## config.mk

```make
export PLATFORM = sky130hd
export DESIGN_NAME = load_store_unit_flat
export DESIGN_NICKNAME = d
export VERILOG_FILES = /design/src/rtl/load_store_unit_pkg.sv /design/src/rtl/load_store_unit_if.sv /design/src/rtl/load_store_unit_port_in_sync.sv /design/src/rtl/load_store_unit.sv /design/src/flat_wrapper.sv
export SDC_FILE = /design/constraint.sdc
export NUM_CORES = 1
export LEC_CHECK = 0
export BUFFER_PORTS_ARGS = -buffer_cell sky130_fd_sc_hd__buf_2
export CAP_MARGIN = 5
export CORE_ASPECT_RATIO = 1.2
export CORE_MARGIN = 2
export CORE_UTILIZATION = 50
export DETAILED_ROUTE_END_ITERATION = 10
export PLACE_DENSITY = 0.78
export SYNTH_ARGS = -nofsm -noshare
export SYNTH_HDL_FRONTEND = slang
export SYNTH_HIERARCHICAL = 1
export SYNTH_SLANG_ARGS = --single-unit
```

## constraint.sdc

```tcl
create_clock -name clk -period 9.45 [get_ports clk]
set_input_delay 0.4725 -clock clk [delete_from_list [all_inputs] [get_ports clk]]
set_output_delay 0.4725 -clock clk [all_outputs]
set_load 0.005 [all_outputs]
```

## src/rtl/load_store_unit_pkg.sv

```systemverilog
// rtl/load_store_unit_pkg.sv - shared state encoding and address-map defaults for the load/store unit
package load_store_unit_pkg;

  // Transaction sequencer states
  typedef enum logic [1:0] {
    ST_IDLE = 2'd0,
    ST_WAIT = 2'd1,
    ST_DONE = 2'd2
  } lsu_state_t;

  // Default memory map
  localparam logic [31:0] DEF_DATA_BASE      = 32'h1001_0000;
  localparam int          DEF_DATA_DEPTH     = 64;
  localparam logic [31:0] DEF_PORT_OUT_ADDR  = 32'h1001_0100;
  localparam logic [31:0] DEF_PORT_IN_ADDR   = 32'h1001_0104;
  localparam int          DEF_TIMEOUT_CYCLES = 15;

  // Wide enough for any timeout in 1..255
  localparam int TMO_W = 8;

endpackage

```

## src/rtl/load_store_unit_if.sv

```systemverilog
// rtl/load_store_unit_if.sv - data-RAM request/acknowledge bus
interface load_store_unit_if #(
  parameter int ADDR_W = 6
);
  logic              mem_req;
  logic              mem_we;
  logic [ADDR_W-1:0] mem_addr;
  logic [31:0]       mem_wdata;
  logic [31:0]       mem_rdata;
  logic              mem_ack;

  modport master (
    output mem_req, mem_we, mem_addr, mem_wdata,
    input  mem_rdata, mem_ack
  );

  modport slave (
    input  mem_req, mem_we, mem_addr, mem_wdata,
    output mem_rdata, mem_ack
  );
endinterface

```

## src/rtl/load_store_unit_port_in_sync.sv

```systemverilog
// rtl/load_store_unit_port_in_sync.sv - two-flop synchroniser for the asynchronous PortIn pins
module load_store_unit_port_in_sync #(
  parameter int W = 8
) (
  input  logic         clk,
  input  logic         reset,
  input  logic [W-1:0] i_d,
  output logic [W-1:0] o_q
);
  logic [W-1:0] r_meta;
  logic [W-1:0] r_sync;

  // First flop may go metastable; second gives it a full cycle to settle
  always_ff @(posedge clk or posedge reset) begin
    if (reset) begin
      r_meta <= '0;
      r_sync <= '0;
    end else begin
      r_meta <= i_d;
      r_sync <= r_meta;
    end
  end

  assign o_q = r_sync;
endmodule

```

## src/rtl/load_store_unit.sv

```systemverilog
// rtl/load_store_unit.sv - MIPS data-memory stage: RAM handshake, PortOut/PortIn registers, error flags
module load_store_unit
  import load_store_unit_pkg::*;
#(
  parameter logic [31:0] DATA_BASE      = DEF_DATA_BASE,
  parameter int          DATA_DEPTH     = DEF_DATA_DEPTH,
  parameter logic [31:0] PORT_OUT_ADDR  = DEF_PORT_OUT_ADDR,
  parameter logic [31:0] PORT_IN_ADDR   = DEF_PORT_IN_ADDR,
  parameter int          TIMEOUT_CYCLES = DEF_TIMEOUT_CYCLES
) (
  input  logic              clk,
  input  logic              reset,
  input  logic              MemRead,
  input  logic              MemWrite,
  input  logic [31:0]       Address,
  input  logic [31:0]       WriteData,
  output logic [31:0]       ReadData,
  output logic              Stall,
  input  logic [7:0]        PortIn,
  output logic [31:0]       PortOut,
  load_store_unit_if.master mem,
  output logic              MisalignedError,
  output logic              BusError
);
  localparam int             AW       = $clog2(DATA_DEPTH);
  localparam logic [31:0]    RAM_END  = DATA_BASE + 32'(4 * DATA_DEPTH);
  localparam logic [TMO_W-1:0] TMO_LAST = TMO_W'(TIMEOUT_CYCLES - 1);

  lsu_state_t       r_state;
  lsu_state_t       w_state_nxt;
  logic             r_mem_req;
  logic             r_mem_we;
  logic [AW-1:0]    r_mem_addr;
  logic [31:0]      r_mem_wdata;
  logic             r_is_load;
  logic [31:0]      r_load_data;
  logic [TMO_W-1:0] r_tmo_cnt;
  logic [31:0]      r_port_out;
  logic             r_mis_err;
  logic             r_bus_err;

  logic [7:0]       w_port_in_sync;
  logic [31:0]      w_offset;
  logic [AW-1:0]    w_word_idx;
  logic             w_aligned, w_ram_hit, w_io_out, w_io_in, w_access, w_idle;
  logic             w_ram_go, w_misalign, w_unmapped, w_port_wr, w_timeout;

  load_store_unit_port_in_sync #(.W(8)) u_port_in_sync (
    .clk   (clk),
    .reset (reset),
    .i_d   (PortIn),
    .o_q   (w_port_in_sync)
  );

  // Address decode; only acted on in IDLE so inputs may wander while stalled
  assign w_aligned  = (Address[1:0] == 2'b00);
  assign w_ram_hit  = (Address >= DATA_BASE) && (Address < RAM_END);
  assign w_io_out   = (Address == PORT_OUT_ADDR);
  assign w_io_in    = (Address == PORT_IN_ADDR);
  assign w_access   = MemRead | MemWrite;
  assign w_idle     = (r_state == ST_IDLE);
  assign w_offset   = Address - DATA_BASE;
  assign w_word_idx = AW'(w_offset >> 2);

  // Misalignment takes precedence over the map check; gating with reset keeps Stall low while held in reset
  assign w_ram_go   = w_idle & ~reset & w_access & w_aligned & w_ram_hit;
  assign w_misalign = w_idle & w_access & ~w_aligned;
  assign w_unmapped = w_idle & w_access & w_aligned & ~w_ram_hit & ~w_io_out & ~w_io_in;
  assign w_port_wr  = w_idle & MemWrite & w_aligned & w_io_out;
  assign w_timeout  = (r_state == ST_WAIT) & ~mem.mem_ack & (r_tmo_cnt == TMO_LAST);

  // State register
  always_ff @(posedge clk or posedge reset) begin
    if (reset) r_state <= ST_IDLE;
    else       r_state <= w_state_nxt;
  end

  // Next-state logic
  always_comb begin
    w_state_nxt = r_state;
    case (r_state)
      ST_IDLE: if (w_ram_go) w_state_nxt = ST_WAIT;
      ST_WAIT: if (mem.mem_ack || w_timeout) w_state_nxt = ST_DONE;
      ST_DONE: w_state_nxt = ST_IDLE;
      default: w_state_nxt = ST_IDLE;
    endcase
  end

  // Outputs: Stall and the load result seen by the register file
  always_comb begin
    Stall    = 1'b0;
    ReadData = '0;
    case (r_state)
      ST_IDLE: begin
        Stall = w_ram_go;
        if (MemRead && !MemWrite && w_aligned) begin
          if (w_io_in)       ReadData = {24'b0, w_port_in_sync};
          else if (w_io_out) ReadData = r_port_out;
        end
      end
      ST_WAIT: Stall = 1'b1;
      ST_DONE: ReadData = r_is_load ? r_load_data : 32'b0;
      default: ;
    endcase
  end

  // RAM transaction registers: latched once in IDLE, request held for the whole WAIT phase
  always_ff @(posedge clk or posedge reset) begin
    if (reset) begin
      r_mem_req   <= 1'b0;
      r_mem_we    <= 1'b0;
      r_mem_addr  <= '0;
      r_mem_wdata <= '0;
      r_is_load   <= 1'b0;
      r_tmo_cnt   <= '0;
    end else begin
      r_mem_req <= (w_state_nxt == ST_WAIT);
      if (w_ram_go) begin
        r_mem_addr  <= w_word_idx;
        r_mem_wdata <= WriteData;
        r_mem_we    <= MemWrite;
        r_is_load   <= ~MemWrite;
        r_tmo_cnt   <= '0;
      end else if (r_state == ST_WAIT) begin
        r_tmo_cnt <= r_tmo_cnt + 1'b1;
      end
    end
  end

  // Load register: RAM data on ack, zero on timeout
  always_ff @(posedge clk or posedge reset) begin
    if (reset) begin
      r_load_data <= '0;
    end else if (r_state == ST_WAIT) begin
      if (mem.mem_ack) begin
        if (r_is_load) r_load_data <= mem.mem_rdata;
      end else if (w_timeout) begin
        r_load_data <= '0;
      end
    end
  end

  // PortOut register and sticky error flags
  always_ff @(posedge clk or posedge reset) begin
    if (reset) begin
      r_port_out <= '0;
      r_mis_err  <= 1'b0;
      r_bus_err  <= 1'b0;
    end else begin
      if (w_port_wr)              r_port_out <= WriteData;
      if (w_misalign)             r_mis_err  <= 1'b1;
      if (w_unmapped | w_timeout) r_bus_err  <= 1'b1;
    end
  end

  assign mem.mem_req    = r_mem_req;
  assign mem.mem_we     = r_mem_we;
  assign mem.mem_addr   = r_mem_addr;
  assign mem.mem_wdata  = r_mem_wdata;
  assign PortOut        = r_port_out;
  assign MisalignedError = r_mis_err;
  assign BusError       = r_bus_err;
endmodule
```

## src/flat_wrapper.sv

```systemverilog
// flat-port wrapper written by rule: the top's interface ports become plain ports
module load_store_unit_flat import load_store_unit_pkg::*;
#(
  parameter logic [31:0] DATA_BASE      = DEF_DATA_BASE,
  parameter int          DATA_DEPTH     = DEF_DATA_DEPTH,
  parameter logic [31:0] PORT_OUT_ADDR  = DEF_PORT_OUT_ADDR,
  parameter logic [31:0] PORT_IN_ADDR   = DEF_PORT_IN_ADDR,
  parameter int          TIMEOUT_CYCLES = DEF_TIMEOUT_CYCLES
)
  (clk, reset, MemRead, MemWrite, Address, WriteData, ReadData, Stall, PortIn, PortOut, MisalignedError, BusError, mem_mem_req, mem_mem_we, mem_mem_addr, mem_mem_wdata, mem_mem_rdata, mem_mem_ack);
  load_store_unit_if mem_i ();
  input  logic clk;
  input  logic reset;
  input  logic MemRead;
  input  logic MemWrite;
  input  logic [31:0] Address;
  input  logic [31:0] WriteData;
  output logic [31:0] ReadData;
  output logic Stall;
  input  logic [7:0] PortIn;
  output logic [31:0] PortOut;
  output logic MisalignedError;
  output logic BusError;
  output wire logic [$bits(mem_i.mem_req)-1:0] mem_mem_req;
  output wire logic [$bits(mem_i.mem_we)-1:0] mem_mem_we;
  output wire logic [$bits(mem_i.mem_addr)-1:0] mem_mem_addr;
  output wire logic [$bits(mem_i.mem_wdata)-1:0] mem_mem_wdata;
  input wire logic [$bits(mem_i.mem_rdata)-1:0] mem_mem_rdata;
  input wire logic [$bits(mem_i.mem_ack)-1:0] mem_mem_ack;
  assign mem_mem_req = mem_i.mem_req;
  assign mem_mem_we = mem_i.mem_we;
  assign mem_mem_addr = mem_i.mem_addr;
  assign mem_mem_wdata = mem_i.mem_wdata;
  assign mem_i.mem_rdata = mem_mem_rdata;
  assign mem_i.mem_ack = mem_mem_ack;
  load_store_unit #(.DATA_BASE(DATA_BASE), .DATA_DEPTH(DATA_DEPTH), .PORT_OUT_ADDR(PORT_OUT_ADDR), .PORT_IN_ADDR(PORT_IN_ADDR), .TIMEOUT_CYCLES(TIMEOUT_CYCLES)) u_core (.clk(clk), .reset(reset), .MemRead(MemRead), .MemWrite(MemWrite), .Address(Address), .WriteData(WriteData), .ReadData(ReadData), .Stall(Stall), .PortIn(PortIn), .PortOut(PortOut), .mem(mem_i), .MisalignedError(MisalignedError), .BusError(BusError));
endmodule
```

# After elaboration in Yosys (flattened, before gate mapping)
# Cells that the tools add are included.
[op_classes] addsub=2 mul=0 div=0 order_cmp=2 eq_ne=7 n_shift=0 n_mux=14 bitwise=24 n_reduce_logical=10
[op_table] operator="2-to-1 mux 32 bit" n=7
[op_table] operator="equality test 32 x 29 -> 1 bit, second input constant" n=2
[op_table] operator="case mux 32 bit (2 select lines)" n=1
[op_table] operator=">= comparator 32 x 29 -> 1 bit, second input constant" n=1
[op_table] operator="< comparator 32 x 29 -> 1 bit, second input constant" n=1
[op_table] operator="2-to-1 mux 8 bit" n=2
[op_table] operator="bitwise AND 1 bit" n=15
[op_table] operator="adder 8 x 1 -> 8 bit, second input constant" n=1
[op_table] operator="equality test 8 x 4 -> 1 bit, second input constant" n=1
[op_table] operator="subtractor 8 x 1 -> 8 bit, second input constant" n=1
[op_table] operator="NOT 1 bit" n=7
[op_table] operator="equality test 2 x 1 -> 1 bit, second input constant" n=2
[op_table] operator="zero test 2 bit" n=2
[op_table] operator="2-to-1 mux 2 bit" n=2
[op_table] operator="case mux 2 bit (2 select lines)" n=1
[op_table] operator="nonzero test 2 bit" n=2
[op_table] operator="logical AND 1 bit" n=3
[op_table] operator="AND reduction 3 bit" n=1
[op_table] operator="equality test 2 bit, second input constant" n=1
[op_table] operator="!= test 2 x 1 -> 1 bit, second input constant" n=1
[op_table] operator="bitwise OR 1 bit" n=2
[op_table] operator="case mux 1 bit (2 select lines)" n=1
[op_table] operator="zero test 1 bit" n=1
[op_table] operator="logical OR 1 bit" n=1
[totals] register_bits=133 latchBits=0 mem_bits_rw=0 rom_bits=0 output_inout_bits=107 wordCells=72 memories=0

# Depth between registers and ports, before layout
[depth] word_depth=8 depth_mapped=7 depth_no_buf=6

# Hierarchy
# Netlist, hierarchy kept.
[modules_own_cells] module="load_store_unit" n_inst=1 cells_per_inst=426 area_per_inst_um2=5434.0 seq_area_each_um2=2927.8
[modules_own_cells] module="load_store_unit_port_in_sync" n_inst=1 cells_per_inst=17 area_per_inst_um2=404.1 seq_area_each_um2=400.4

# Worst setup path after synthesis
# Ideal clock, no wire load.
[synth_path] path_kind="input to output" startpoint="input port reset" endpoint="output port Stall" arrival_time_ns=4.388 required_ns=8.977 slack_ns=4.590 path_stages=5 path_buffers=1 path_cell_list="inv_1 o21ai_0 nor4_4 buf_4 or2_2"
[synth_via] elab_chain_cells=6
[synth_rtl] item="start, declared" line="flat_wrapper.sv:13" source="input logic reset;"
[synth_rtl] item="NOT 1 bit" line="load_store_unit.sv:66" source="assign w_ram_go = w_idle & ~reset & w_access & w_aligned & w_ram_hit;"
[synth_rtl] item="bitwise AND 1 bit (4 in a row)" line="load_store_unit.sv:66"
[synth_rtl] item="case mux 1 bit (2 select lines)" line="load_store_unit.sv:93" source="case (r_state)"
[synth_rtl] item="end, declared" line="flat_wrapper.sv:19" source="output logic Stall;"
# No other way between the ends.

# Worst setup path in the final report
[layout_path] startpoint="register u_core.r_state[1]" endpoint="output port ReadData[3]"
[layout_via] elab_chain_cells=2 word_cells_on_any_way=3
[layout_rtl] item="start, declared" line="load_store_unit.sv:29" source="lsu_state_t r_state;"
[layout_rtl] item="start signal, assigned" line="load_store_unit.sv:75" source="else r_state <= w_state_nxt;"
[layout_rtl] item="equality test 2 bit / zero test 2 bit (equally long branches)" line="load_store_unit.sv:93"
[layout_rtl] item="case mux 32 bit (2 select lines) (*)" line="load_store_unit.sv:93"
[layout_rtl] item="end, declared" line="flat_wrapper.sv:18" source="output logic [31:0] ReadData;"
# Mark *: on every way between the ends. The rest lies on a longest branch, timed or not.

==> results.json <==
{
  "powerDensity_nw_per_um2": 172,
  "placed_cell_area_um2": 7040,
  "final_cell_area_um2": 7670,
  "start_util_pct": 50.9,
  "cts_made_buffers": 17,
  "crit_path_start_kind": "flop",
  "core_um2": 11500,
  "ios": 216,
  "wirelength_mm": 14.9,
  "yosysSeqAreaShare_pct": 57.0,
  "ctsHoldBuffers": 0,
  "synth_area_um2": 5840,
  "cts_root_buffer": "clkbuf_16",
  "worstHoldPathType": "primary input to async pin",
  "finalSetupViolations": 0,
  "rows": 43,
  "seqPwrFrac_pct": 43.6,
  "gp_congestion": 0.802,
  "synthCells": 443,
  "clk_pin_slew_ps": 60,
  "yosys-top-cells-area": "dfrtp_1, mux2_4, mux2_2",
  "leakage_nw": 4.09,
  "dp_hpwl_mm": 10.3,
  "clock_sinks": 133,
  "final_common_cell": "buf_2",
  "avgViaCountPerCell": 5.41,
  "clk_latency_ps": 420,
  "report.final.slew_viol_count": 0,
  "p_comb_share_pct": 3.6,
  "tightest_slew_ps": 1080,
  "ys_seq_elements": 133,
  "cts_tree": "done",
  "routedWlPerCell_um": 18.0,
  "nFillCells": 896,
  "nets": 767,
  "setup_tns_ps": 0,
  "syn2layout_area_growth_pct": 31.3,
  "drive_gt1_share_pct": 51.6,
  "status": "complete, no violations",
  "rsz0062_at_grt": "false",
  "synthDominantCellAreaShare_pct": 57.0,
  "period_needed_ps": 3370,
  "cp.arrival_ps": 2900,
  "slew-limit-headroom_pct": 27.4,
  "cts_max_path_buffers": 2,
  "p_int_mw": 1.04,
  "yosys-mux-area-fraction_pct": 15.8,
  "ctsResizeCount": 0,
  "synthSimpleGateAreaFrac_pct": 11.4,
  "grt_max_degree": 72,
  "ant_nets": 0,
  "synth_compound_area_share_pct": 9.09,
  "criticalPathCategory": "flop to primary output",
  "yosysTopAreaCell": "dfrtp_1",
  "die_y_um": 122,
  "port_buffers": 215,
  "grt_pass1_wl_mm": 23.3,
  "skew_ps": 4.70,
  "drt-pass1-iter-count": 4,
  "swShare_pct": 21.4,
  "switchingPower_uw": 281,
  "crit_fanout": 17,
  "antenna_found_initial": 0,
  "dieArea_um2": 12600,
  "setup.worst_path.end_class": "primary output",
  "drt_iter0_drc": 197,
  "post-route-period-util_pct": 35.6,
  "crit_required_ps": 8980,
  "synth_xor_area_share_pct": 1.05,
  "synth_top_family_by_area": "multiplexers",
  "reg2reg_slack_ps": 6940,
  "cts_setup_buffers": 0,
  "grt.total_usage_pct": 24.2,
  "gr-total-overflow": 0,
  "num_vias": 4472,
  "yosysUniqueCellTypes": 43,
  "clockPowerShare_pct": 52.8,
  "synth_fa_ha_area_share_pct": 0.429,
  "grt_pass1_vias": 4753,
  "antenna_cells": 0,
  "h-tree-depth": 4,
  "synth_warnings": 6,
  "mostFrequentLayoutCells": "buf_2, dfrtp_1, mux2_2",
  "syn_avg_cell_area_um2": 13.2,
  "drcViolationCount": 0,
  "hold_violations": 0,
  "vdd_drop_max_mv": 0.132,
  "max_cap_violations": 0,
  "maxClockFrequency_ghz": 0.297,
  "syn-num-nets": 554,
  "die_x_um": 103
}
## cells by family (layout without fill, tap and decap cells)
group | after synthesis | count (layout)
AO/OA/AOI/OAI | 76 | 76
XOR/XNOR | 7 | 7
adder cells (fa/ha/maj) | 2 | 2
buffers and inverters | 67 | 293
flip-flops | 133 | 133
multiplexers | 72 | 72
AND/OR/NAND/NOR | 86 | 86
## final timing paths
check,from,endpoint,cells past startpoint
min in group clk,PortIn[2],u_core/u_port_in_sync/r_meta[2],1
worst max-delay path,u_core/r_state[1],ReadData[3],6
worst max register to register,u_core/r_state[0],u_core/r_load_data[10],4
max in group asynchronous,reset,u_core/PortOut[20],3
worst min-delay path,reset,u_core/mem.mem_wdata[2],2
worst min register to register,u_core/u_port_in_sync/r_meta[1],u_core/u_port_in_sync/o_q[1],0
## metrics by stage
stage	utilization [%]	instances	worst slack (ps)	hold WS (ps)	total power, mW
finish	66.9	826	6080	128	1.32
global route	66.9	826	5890	141	1.36
CTS	66.9	826	6080	147	1.33
detailed placement	61.4	794	6270	335	0.633
global placement	61.4	794	6340	332	0.631
floorplan	-	443	4590	331	0.599
## power groups by stage
stage                     combinational (mW)  sequential, mW  clock, mW
after floorplan                       0.0152           0.584          0
after global placement                0.0464           0.584          0
after detailed placement              0.0482           0.585          0
after CTS                             0.0487           0.574      0.703
after global routing                  0.0530           0.574      0.730
final                                 0.0476           0.574      0.694
## critical path, cell delays in order (launching register included)
cell and delay (ps):
dfrtp_1 430, nor2_1 170, nand2_1 230, nor4_4 930, buf_4 380, a221o_1 210
buf_2 120
## synth_stat cells (all sizes together)
cell,n
xor2,6
xnor2,1
and3,1
and4b,1
mux2i,1
nor3b,1
nor4b,3
a211oi,1
nor4,9
nor3,2
clkbuf,18
nor2,10
or2b,1
dfrtp,133
inv,37
or2,1
nand4b,1
a221o,8
a21boi,1
or3b,1
buf,12
a31oi,1
o41ai,1
mux2,71
nor2b,1
and2,8
nand2,5
o21a,3
nand3b,3
nand4,38
o21bai,1
a22o,24
a21oi,1
ha,2
o21ai,35
## flip-flops by register name (all words and copies together) (netlist names), 2 cells and up
signal and count:
u_core/mem.mem_wdata 32, u_core/r_state 2, u_core/mem.mem_addr 6, u_core/r_load_data 32
u_core/u_port_in_sync/r_meta 8, u_core/PortOut 32, u_core/r_tmo_cnt 8, u_core/u_port_in_sync/o_q 8
## final cells by class
cell class	instances	area, um2	share of cell area [%]
flip-flops and latches	133	3330	43.4
multi-input cells	243	2230	29.1
repair buffers	224	1140	14.9
clock buffers	17	425	5.55
clock inverters	15	203	2.64
well taps	157	196	2.56
inverters	37	141	1.84
## metal layers
metal / share of wire, % / vias up / global-route usage, %
met1: 39 / 2208 / 29.1
met3: 7.2 / 32 / 6.49
met5: 0 / - / 0
met4: 2.7 / 0 / 10.0
met2: 51 / 207 / 40.9
li1: - / 2025 / -
Note: power is estimated with default switching activity, not from simulation.
